--- src/rtl/input_router_xy.sv ---
// XY input router: one-hot port request for head flits, per-ID table so body/tail follow the head.
// Latency: 1 cycle, registered flit/port/valid. Optional orphan drop + error count under `ROUTE_ERR_EN.
// Backpressure: flit_ready_o = !flit_valid_o || flit_ready_i; outputs hold stable while stalled.
module input_router_xy #(
    parameter int FLIT_WIDTH = 40,
    parameter int NOC_X      = 4,
    parameter int NOC_Y      = 4,
    parameter int ROUTER_X   = 0,
    parameter int ROUTER_Y   = 0,
    parameter int NUM_IDS    = 4
) (
    input  logic                  clk,
    input  logic                  arst,
    input  logic                  flit_valid_i,
    output logic                  flit_ready_o,
    input  logic [FLIT_WIDTH-1:0] flit_i,
    output logic                  flit_valid_o,
    input  logic                  flit_ready_i,
    output logic [FLIT_WIDTH-1:0] flit_o,
    output logic [4:0]            router_port_o,
    output logic                  err_o,
    output logic [7:0]            err_cnt_o
);
    localparam int X_W   = $clog2(NOC_X);
    localparam int Y_W   = $clog2(NOC_Y);
    localparam int ID_W  = (NUM_IDS > 1) ? $clog2(NUM_IDS) : 1;
    localparam int TBL_N = 1 << ID_W;
    localparam logic [X_W-1:0] RX = X_W'(ROUTER_X);
    localparam logic [Y_W-1:0] RY = Y_W'(ROUTER_Y);

    localparam logic [4:0] P_LOCAL = 5'b00001;
    localparam logic [4:0] P_NORTH = 5'b00010;
    localparam logic [4:0] P_SOUTH = 5'b00100;
    localparam logic [4:0] P_WEST  = 5'b01000;
    localparam logic [4:0] P_EAST  = 5'b10000;

    typedef enum logic [1:0] {
        FT_SINGLE = 2'b00,
        FT_HEAD   = 2'b01,
        FT_BODY   = 2'b10,
        FT_TAIL   = 2'b11
    } flit_type_e;

    typedef struct packed {
        logic       vld;
        logic [4:0] port;
    } rt_entry_t;

    flit_type_e      ftype;
    logic [ID_W-1:0] fid;
    logic [X_W-1:0]  dest_x;
    logic [Y_W-1:0]  dest_y;
    logic [4:0]      xy_port;
    logic [4:0]      next_port;
    logic            head_like;
    logic            orphan;
    logic            acc_vld;
    logic            drop;
    rt_entry_t       ent;
    rt_entry_t       tbl [TBL_N];

    assign ftype  = flit_type_e'(flit_i[1:0]);
    assign fid    = flit_i[2 +: ID_W];
    assign dest_x = flit_i[FLIT_WIDTH-1 -: X_W];
    assign dest_y = flit_i[FLIT_WIDTH-1-X_W -: Y_W];

    // X is resolved first; Y only once the column matches.
    always_comb begin
        xy_port = P_LOCAL;
        if (dest_x > RX)      xy_port = P_EAST;
        else if (dest_x < RX) xy_port = P_WEST;
        else if (dest_y < RY) xy_port = P_NORTH;
        else if (dest_y > RY) xy_port = P_SOUTH;
    end

    assign ent       = tbl[fid];
    assign head_like = (ftype == FT_SINGLE) || (ftype == FT_HEAD);
    assign orphan    = !head_like && !ent.vld;
    assign next_port = head_like ? xy_port : (orphan ? P_LOCAL : ent.port);

    assign flit_ready_o = !flit_valid_o || flit_ready_i;
    assign acc_vld      = flit_valid_i && flit_ready_o;

`ifdef ROUTE_ERR_EN
    assign drop = orphan;
`else
    assign drop = 1'b0;
`endif

    always_ff @(posedge clk or negedge arst) begin
        if (!arst) begin
            for (int i = 0; i < TBL_N; i++) tbl[i] <= '0;
        end else if (acc_vld) begin
            if (ftype == FT_HEAD)      tbl[fid] <= '{vld: 1'b1, port: xy_port};
            else if (ftype == FT_TAIL) tbl[fid].vld <= 1'b0;
        end
    end

    // Everything is gated by flit_ready_o, which is exactly the "not stalled" condition.
    always_ff @(posedge clk or negedge arst) begin
        if (!arst) begin
            flit_valid_o  <= 1'b0;
            flit_o        <= '0;
            router_port_o <= '0;
        end else if (flit_ready_o) begin
            flit_valid_o <= acc_vld && !drop;
            if (acc_vld && !drop) begin
                flit_o        <= flit_i;
                router_port_o <= next_port;
            end
        end
    end

`ifdef ROUTE_ERR_EN
    always_ff @(posedge clk or negedge arst) begin
        if (!arst) begin
            err_o     <= 1'b0;
            err_cnt_o <= '0;
        end else begin
            err_o <= acc_vld && orphan;
            if (acc_vld && orphan && (err_cnt_o != 8'hFF))
                err_cnt_o <= err_cnt_o + 8'd1;
        end
    end
`else
    assign err_o     = 1'b0;
    assign err_cnt_o = 8'd0;
`endif
endmodule
--- config.mk ---
export PLATFORM = sky130hd
export DESIGN_NAME = input_router_xy
export DESIGN_NICKNAME = d
export VERILOG_FILES = /design/src/rtl/input_router_xy.sv
export SDC_FILE = /design/constraint.sdc
export NUM_CORES = 1
export LEC_CHECK = 0
export ABC_AREA = 1
export ABC_CLOCK_PERIOD_IN_PS = 1400
export CAP_MARGIN = 10
export CORE_MARGIN = 5
export CORE_UTILIZATION = 62
export DETAILED_ROUTE_END_ITERATION = 8
export DONT_BUFFER_PORTS = 1
export PLACE_DENSITY = 0.82
export SETUP_SLACK_MARGIN = 0.02
export SYNTH_ARGS = -nofsm -noshare
export SYNTH_HDL_FRONTEND = slang
export SYNTH_SLANG_ARGS = --single-unit
--- constraint.sdc ---
create_clock -name clk -period 1.4 [get_ports clk]
set_input_delay 0.35 -clock clk [delete_from_list [all_inputs] [get_ports clk]]
set_output_delay 0.35 -clock clk [all_outputs]
set_load 0.005 [all_outputs]
# After elaboration in Yosys (flattened, before gate mapping)
# Cells that the tools add are included.
# classes
mux	17
magnitude_cmp	6
reduce_logical	12
n_eq_ne	2
bitwise_logic	1
# op_table
operator	count
$bwmux W24	2
$mux W24	2
$mux W5	5
$demux W6 S2	2
$mux W6	4
$bmux W6 S2	1
$gt A2 B1 Y1 const B	2
$lt A2 B1 Y1 const B	2
$reduce_and A2 Y1	2
$ge A3 B3 Y1 const B	1
$logic_and A1 B1 Y1	3
$logic_not A1 Y1	3
$lt A3 B1 Y1 const B	1
$mux W3	1
$not A2 Y3	1
$eq A2 B1 Y1 const B	1
$eq A2 B2 Y1 const B	1
$logic_not A2 Y1	1
$logic_or A1 B1 Y1	2
$reduce_bool A2 Y1	1
# word_totals
in_bits	44
wordCells	49
ff_bits	70

# Depth between registers and ports, before layout
# Gate-level depths: netlist of run 1.
# depth
word_depth	8
mapped_depth	9
mapped_depth_nobuf	8

# Worst setup path before layout of run 1
# No wires, ideal clock.
# synth_path
path_type	reg-to-reg
start	register flit_valid_o
end	register tbl[18] in the netlist's numbering
required_time_ps	1284
setup_ps	116
t_arrival_ps	1061
path_slack_ps	222
path_stages_with_launch	7
period_less_slack_ps	1178
n_path_buf	0
path_cell_list	dfrtp_1 -> a21oi_4 -> nand2_4 -> nor2_2 -> inv_2 -> nand2_1 -> nand2_1
# synth_between
elab_chain_cells	4
# synth_lines
item	line_no	rtl
start, declared	17	output logic flit_valid_o,
start signal, assigned	106	flit_valid_o <= acc_vld && !drop;
$logic_not A1 Y1	81	assign flit_ready_o = !flit_valid_o || flit_ready_i;
$logic_or A1 B1 Y1	81	
$logic_and A1 B1 Y1	82	assign acc_vld = flit_valid_i && flit_ready_o;
$reduce_and A2 Y1 (no line)	n/a	
end signal, assigned by index	94	if (ftype == FT_HEAD) tbl[fid] <= '{vld: 1'b1, port: xy_port};
end, declared	60	rt_entry_t tbl [TBL_N];
# Every way passes these cells.
# A chain may end at the register's enable or synchronous reset.

# Worst setup path after layout of run 1
# layout_path
start	register flit_valid_o
end	output port flit_valid_o
# No word-level cell between the ends.

==> results of run 1 <==
-- report_power, final --
group	switching (W)	internal [W]
Combinational	0.000239	0.000143
Sequential	0.000177	0.00199
Clock	0.000617	0.000949
Total	0.00103	0.00308
-- per-layer routing --
metal | up-vias | share of wire, %
met5 | - | 0
li1 | 975 | -
met1 | 924 | 39
met3 | 13 | 11
met2 | 95 | 47
met4 | 0 | 2.4
-- cells in the final DEF, fill, tap and decap left out --
cell,count
o21ai_0,11
nand2_2,2
clkbuf_1,1
clkbuf_8,12
nor2_2,6
conb_1,9
buf_4,7
inv_2,4
bufinv_16,1
nand4_1,3
nand3_1,8
nand3_2,1
inv_1,17
nor2_1,11
nand2_1,171
o21ai_1,1
nand2_4,1
a21oi_4,1
clkinv_1,1
dfrtp_1,61
a22oi_1,2
a21oi_1,2
-- cell type report --
type                       count  area [sq um]  share of cell area (%)
clock buffer                  13         168.9                   5.882
clock inverter                 1         30.03                   1.046
inverter                      22         82.58                   2.876
multi-input combinational    229         948.4                   33.03
sequential                    61          1526                   53.16
tap                           50         62.56                   2.179
timing repair buffer           7         52.55                   1.830
-- how the worst max path moves through the flow --
stage | endpoint | cells after the start
after floorplan | tbl[18]$_DFFE_PN0P_ | 6
after global placement | router_port_o[2]$_DFFE_PN0P_ | 7
after detailed placement | tbl[12]$_DFFE_PN0P_ | 6
after CTS | tbl[12]$_DFFE_PN0P_ | 6
after global routing | router_port_o[4]$_DFFE_PN0P_ | 6
final | flit_valid_o | 1
-- logic make-up after synthesis --
kind of cell | share of synthesized area, %
compound gates | 3.822
flops | 57.57
other cells | 0.1414
buf+inv | 7.881
simple gates | 30.58
-- sequential cells by signal, summed over array words and instances (netlist names) --
name           count
flit_o            40
tbl               16
flit_valid_o       1
router_port_o      4
-- timing repair --
action	4_1_cts	5_1_grt
endpoints found under the hold margin	61	61
setup buffers	0	0
resized for setup	0	1
setup endpoints to repair	0	3
-- per-stage QoR --
stage / utilization [%] / hold WS (ns)
floorplan: - / 0.05441
global placement: 65.34 / 0.05624
detailed placement: 65.34 / 0.05619
CTS: 70.21 / -0.2993
global route: 70.27 / -0.3162
finish: 70.27 / -0.2896
==> impl_metrics.ini, run 1 <==
[run_status]
status = finished, violations left
violations = hold timing

[placement]
gp_congestion = 0.8775
hpwl_um = 4171
dp.cells = 369
place_ws_ns = 0.09786
place_area_sq_um = 2670
io_buffers = 0

[grt]
grt_overflow_total = 0
grt_pass1_wl_um = 9232
use_met3_pct = 9.367
met1_usage_pct = 28.33
grt_max_degree = 62
antenna_found_initial = 0
grt_pass1_vias = 1921
grt_usage_pct = 22.41
grt_most_used_layer = met2
use_met2_pct = 32.89

[setup_path]
r2r_end = router_port_o[4]$_DFFE_PN0P_
critPathBufInv = 1
cp.arrival_ns = 0.92
cpPeakStageDelay_ns = 0.44
crit_chain = buf_4
path_delay_family = flip-flops
worstPathRequired_ns = 1.05
crit_type = reg2out
ff2ff_path_depth = 6
timing.reg2reg.setup_slack_ns = 0.13
cp_max_fo = 3
cp-startpoint = flit_valid_o$_DFFE_PN0N_
timing.rr.start = flit_valid_o$_DFFE_PN0N_
end_kind = primary output
cp_slowest_cell = dfrtp_1
critPathLaunchType = register

[pwr]
ir_drop_uv = 843.7
p_leak_nw = 1.580
power_w = 0.004113
power.density_nw_per_um2 = 1432

[logic_synthesis]
synthTopCellsByCount = nand2_1 (171), dfrtp_1 (61), inv_1 (17)
synthFlopType = dfrtp_1
synth_top_cell_area_share_pct = 57.57
synth.area.top_cells = dfrtp_1 (58%), nand2_1 (24%), buf_4 (2.8%), inv_1 (2.4%), o21ai_0 (2.1%)
synthCells = 323
yosysMostFrequentCell = nand2_1
synth_top_area_cell = dfrtp_1
synth_seq_cells = 61
synth_async_sr_flop_share_pct = 100.0
synth-edff-count = 0
synth_cell_types = 21
synth-seq-area-share_pct = 57.57
yosysWarnings = 0
syn_area_sq_um = 2651
post_synth.cell_area_avg_sq_um = 8.208

[cts]
clkSinkCount = 61
numCtsBuffers = 9
insertion_delay_ns = 0.33
clockRootBuffer = clkbuf_8
clk_pin_slew_worst_paths_ns = 0.07
tritoncts = built
h-tree-depth = 3
cts_buffer_depth = 2

[timing]
hold_ws_ns = -0.2896
hold_viol_final = 61
rsz0062_at_grt = true
min_period_ns = 1.272
fin_skew_ns = 0.006561
setup_viol = 0
timing.fmax_mhz = 786.2
post-route-period-util_pct = 90.86
slew_violations = 0
fin_ws_ns = 0.1280
fin_setup_tns_ns = 0

[layout]
num_antenna_cells = 0
drive_gt1_share_pct = 10.51
fin_nets = 374
instances_no_fill = 383
fin_area_sq_um = 2872
area_growth_pct = 8.306
n_fill_cell = 330

[floorplanning]
die_area_sq_um = 5684
start_util_pct = 64.88
boundaryPins = 100
die_x_um = 75.40
die_y_um = 75.40
coreArea_sq_um = 4086
row_count = 23

[drt]
first_pass_iters = 4
drc = 0
drt_iter0_drc = 160
totalWireLength_um = 5757
post_drt_wl_per_cell_um = 15.03
vias = 2007
postRouteAntennaNets = 0
vias_per_cell = 5.240

[run]
maxCapViolations = 0

[min_path]
min-delay-path-class = in2async
Power figures use the tool's default switching activity.
==> inputs of run 2 (changes only) <==
CORE_UTILIZATION = 30   (was 62)
PLACE_DENSITY = 0.48   (was 0.82)
==> run 2 against run 1 <==
Effect of this change: the flow still finishes with violations (hold timing); register-to-register slack about the same; utilization is 36 points lower; clock power rose by 24%; first-iteration DRC count decreased by 42%; combinational power grew 1%; clock-buffer cell count fell by 3; largest cell class unchanged.
==> impl_metrics.ini, run 2 (synthesis results as in run 1) <==
[timing]
slew_violations = 0
fin_setup_tns_ns = 0
rsz0062_at_grt = true
post-route-period-util_pct = 91.12
fin_skew_ns = 0.01317
timing.fmax_mhz = 783.9
hold_ws_ns = -0.3045
hold_viol_final = 61
setup_viol = 0
min_period_ns = 1.276

[grt]
grt_pass1_vias = 1978
grt_overflow_total = 0
antenna_found_initial = 0
grt_usage_pct = 12.09
grt_pass1_wl_um = 10470
grt_max_degree = 62

[setup_path]
crit_type = reg2reg
cp_slowest_cell = dfrtp_1
cp_common_cell = nand2_2
critPathLaunchType = register
end_kind = register
cpPeakStageDelay_ns = 0.43
crit_chain = nand2_2 > nand2_2 > buf_4 > a22oi_1 > nand2_1
cp_max_fo = 14
worstPathRequired_ns = 1.62
cp.arrival_ns = 1.49

[layout]
largest_register = flit_o
area_growth_pct = 13.64
regArea_sq_um = 1526
drive_gt1_share_pct = 11.34
final_common_cell = nand2_1
num_antenna_cells = 0
instances_no_fill = 443
n_fill_cell = 926
largest_register_ffs = 40
fin_nets = 374
reg_top3 = flit_o: 40 flops, tbl: 16 flops, router_port_o: 4 flops
mostFrequentLayoutCells = nand2_1 (171), dfrtp_1 (61), inv_1 (17), o21ai_0 (11), nor2_1 (11)
fin_area_sq_um = 3013
multi_input_area_sq_um = 960.9

[placement]
dp.cells = 427
gp_congestion = 0.8528
hpwl_um = 4510
io_buffers = 0
place_area_sq_um = 2743

[drt]
drc = 0
totalWireLength_um = 6272
vias = 1929
postRouteAntennaNets = 0
vias_per_cell = 4.354
post_drt_wl_per_cell_um = 14.16
first_pass_iters = 4
drt_iter0_drc = 93

[floorplanning]
start_util_pct = 30.55
die_x_um = 104.0
row_count = 34
die_y_um = 104.0
die_area_sq_um = 10820
boundaryPins = 100
coreArea_sq_um = 8678

[min_path]
min-delay-path-class = in2async

[cts]
clockRootBuffer = clkbuf_8
tritoncts = built
clkSinkCount = 61
h-tree-depth = 3
insertion_delay_ns = 0.34
clk_pin_slew_worst_paths_ns = 0.08
numCtsBuffers = 9
cts_buffer_depth = 2
cts_setup_buffers = 0

[run]
maxCapViolations = 0

[run_status]
violations = hold timing
status = finished, violations left

[pwr]
p_leak_nw = 1.601
power_w = 0.004494
ir_drop_uv = 509.6
power.density_nw_per_um2 = 1491
-- run 2: worst paths after layout --
check	start	endpoint	slack [ns]	depth (start not counted)
hold / removal	arst	tbl[12]$_DFFE_PN0P_	-0.30	0
max in group asynchronous	arst	tbl[4]$_DFFE_PN0P_	1.57	0
setup reg to reg	flit_valid_o$_DFFE_PN0N_	router_port_o[2]$_DFFE_PN0P_	0.12	5
setup / recovery	flit_valid_o$_DFFE_PN0N_	router_port_o[2]$_DFFE_PN0P_	0.12	5
hold reg to reg	tbl[8]$_DFFE_PN0P_	tbl[8]$_DFFE_PN0P_	0.48	2
min in group clk	flit_i[5]	flit_o[5]$_DFFE_PN0P_	0.12	2
-- run 2: report_power, final --
| part | switching, W | internal [W] | total, W | leakage [nW] |
|---|---|---|---|---|
| sequential | 0.000176 | 0.00199 | 0.00216 | 0.766 |
| combinational | 0.000242 | 0.000145 | 0.000387 | 0.717 |
| clock | 0.000717 | 0.00123 | 0.00195 | 0.119 |
-- run 2: cell type report --
cell class / count / share of cell area (%)
Multi-Input combinational cell: 229 / 31.89
Tap cell: 108 / 4.485
Sequential cell: 61 / 50.66
Clock inverter: 6 / 3.654
Clock buffer: 10 / 4.568
Timing Repair Buffer: 7 / 1.993
Inverter: 22 / 2.741
-- run 2: per-layer routing --
metal  wire, um  global-route usage [%]
met1       2770                   16.14
met2       2733                   17.08
met3        696                   5.773
met4         72                   4.163
met5          0                       0
-- run 2: critical path: cells and delay by family (launching register included) --
kind | cells | cell delay (ns)
DFF | 1 | 0.43
and+or+nand+nor | 3 | 0.32
buffers and inverters | 1 | 0.22
AOI/OAI and AO/OA | 1 | 0.19
-- run 2: repair_timing --
item | CTS | global route
hold endpoints to repair | 61 | 61
resized for setup | 0 | 5
endpoints found under the setup margin | 0 | 11
-- run 2: metrics by stage --
step	worst slack, ns	utilization (%)	hold slack (ns)
CTS	0.06121	34.46	-0.3238
global placement	0.07816	31.60	0.05733
global route	0.01925	34.72	-0.3335
finish	0.1243	34.72	-0.3045
floorplan	0.2224	-	0.05441
detailed placement	0.05627	31.60	0.05780
==> inputs of run 3 (changes only) <==
CTS_BUF_LIST = sky130_fd_sc_hd__clkbuf_16   (was default)
==> run 3 against run 2 <==
Effect of this change: the flow still finishes with violations (hold timing); largest cell class unchanged; global-route usage increased by 0.13 points; highest routed layer unchanged; via count increased by 0.47%; utilization increased by 1.0 points; non-clock buffer count unchanged; clock-buffer cell count decreased by 1; clock power increased by 29%; setup slack got worse by 0.0024 ns; sequential power about the same.
==> impl_metrics.ini, run 3 (synthesis results as in run 1) <==
[run_status]
status = finished, violations left
violations = hold timing

[drt]
post_drt_wl_per_cell_um = 14.30
first_pass_iters = 4
totalWireLength_um = 6337
drc = 0
postRouteAntennaNets = 0
vias_per_cell = 4.375
drt_iter0_drc = 62
vias = 1938

[timing]
hold_ws_ns = -0.2831
fin_skew_ns = 0.008087
post-route-period-util_pct = 91.29
slew_violations = 0
setup_viol = 0
min_period_ns = 1.278
hold_viol_final = 61
timing.fmax_mhz = 782.4
rsz0062_at_grt = false
fin_setup_tns_ns = 0

[pwr]
p_leak_nw = 1.641
pwr-share-comb_pct = 7.6
p_clk_share_pct = 49.7
power_w = 0.005075
p_int_w = 0.003861
swShare_pct = 23.92
p_sw_w = 0.001214
power_frac_seq_pct = 42.7
ir_drop_uv = 665.5
power.density_nw_per_um2 = 1637

[floorplanning]
boundaryPins = 100
start_util_pct = 30.55
die_y_um = 104.0
coreArea_sq_um = 8678
row_count = 34
die_x_um = 104.0
die_area_sq_um = 10820

[setup_path]
end_kind = register
critPathLaunchType = register
cp.arrival_ns = 1.48
cp_slowest_cell = dfrtp_1
timing.reg2reg.setup_slack_ns = 0.12
cp_common_cell = nand2_2
cp_max_fo = 14
crit_type = reg2reg
cpPeakStageDelay_ns = 0.43
crit_chain = nand2_2 > nand2_2 > buf_4 > a22oi_1 > nand2_1
worstPathRequired_ns = 1.61

[layout]
final_common_cell = nand2_1
area_growth_pct = 16.94
largest_register_ffs = 40
fin_nets = 374
largest_register = flit_o
n_fill_cell = 914
mostFrequentLayoutCells = nand2_1 (171), dfrtp_1 (61), inv_1 (17), o21ai_0 (11), nor2_1 (11)
drive_gt1_share_pct = 11.04
num_antenna_cells = 0
reg_top3 = flit_o: 40 flops, tbl: 16 flops, router_port_o: 4 flops
instances_no_fill = 443

[run]
maxCapViolations = 0

[grt]
grt_usage_pct = 12.23
grt_overflow_total = 0
grt_max_degree = 62
grt_pass1_vias = 1991
grt_pass1_wl_um = 10560
antenna_found_initial = 0

[cts]
clkSinkCount = 61
tritoncts = built
numCtsBuffers = 9
insertion_delay_ns = 0.33
clockRootBuffer = clkbuf_16
clk_pin_slew_worst_paths_ns = 0.06
h-tree-depth = 3
cts_buffer_depth = 2

[placement]
dp.cells = 427
gp_congestion = 0.8528
io_buffers = 0
hpwl_um = 4510

[min_path]
min-delay-path-class = in2async
## run 3: cell types whose count changed in the layout (fill, tap and decap cells not counted), sizes merged
cell / before / now
clkbuf: 10 / 9
clkinv: 2 / 3
## run 3: layer usage
metal	up-vias	GRT usage, %	part of all wire (%)
met1	875	16.16	44
met4	0	3.885	1.0
li1	979	-	-
met2	78	17.44	44
met3	6	6.083	10
met5	-	0	0
## run 3: critical path, delay by kind of cell (launching register included)
kind,cells,cell delay (ns)
compound gates,1,0.19
buf+inv,1,0.22
flops,1,0.43
simple gates,3,0.32
## run 3: timing repair
item / 4_1_cts / 5_1_grt
endpoints found under the hold margin: 61 / 61
resized for setup: 0 / 4
buffers inserted: 0 / 0
setup endpoints to repair: 0 / 9
## run 3: layout make-up
type / count / area (sq um) / share of cell area (%)
clock buffers: 9 / 225.2 / 7.264
repair buffers: 7 / 56.30 / 1.816
well taps: 108 / 135.1 / 4.358
flip-flops and latches: 61 / 1526 / 49.23
inverters: 22 / 82.58 / 2.663
clock inverters: 7 / 113.9 / 3.672
multi-input cells: 229 / 960.9 / 30.99
## run 3: final timing paths
kind,from,end,depth (start not counted)
max,flit_valid_o$_DFFE_PN0N_,router_port_o[4]$_DFFE_PN0P_,5
min,arst,tbl[12]$_DFFE_PN0P_,0
max reg2reg,flit_valid_o$_DFFE_PN0N_,router_port_o[4]$_DFFE_PN0P_,5
min reg2reg,tbl[8]$_DFFE_PN0P_,tbl[8]$_DFFE_PN0P_,2
max in group asynchronous,arst,flit_o[4]$_DFFE_PN0P_,0
min in group clk,flit_i[5],flit_o[5]$_DFFE_PN0P_,2
## run 3: power groups by stage
stage	Combinational (W)	Sequential [W]	Clock, W
3_5_place_dp	0.000388	0.00219	0
2_1_floorplan	0.000332	0.00214	0
6_report	0.000386	0.00217	0.00252
5_1_grt	0.000461	0.00220	0.00267
4_1_cts	0.000385	0.00217	0.00257
3_3_place_gp	0.000376	0.00220	0
## run 3: metrics by stage
| stage | worst slack (ns) | utilization, % | hold slack [ns] | instance area [sq um] |
|---|---|---|---|---|
| 2_1_floorplan | 0.2224 | - | 0.05441 | 2681 |
| 3_3_place_gp | 0.07816 | 31.60 | 0.05733 | 2743 |
| 3_5_place_dp | 0.05627 | 31.60 | 0.05780 | 2743 |
| 4_1_cts | 0.05600 | 35.51 | -0.2941 | 3082 |
| 5_1_grt | 0.02036 | 35.73 | -0.3050 | 3100 |
| 6_report | 0.1219 | 35.73 | -0.2831 | 3100 |
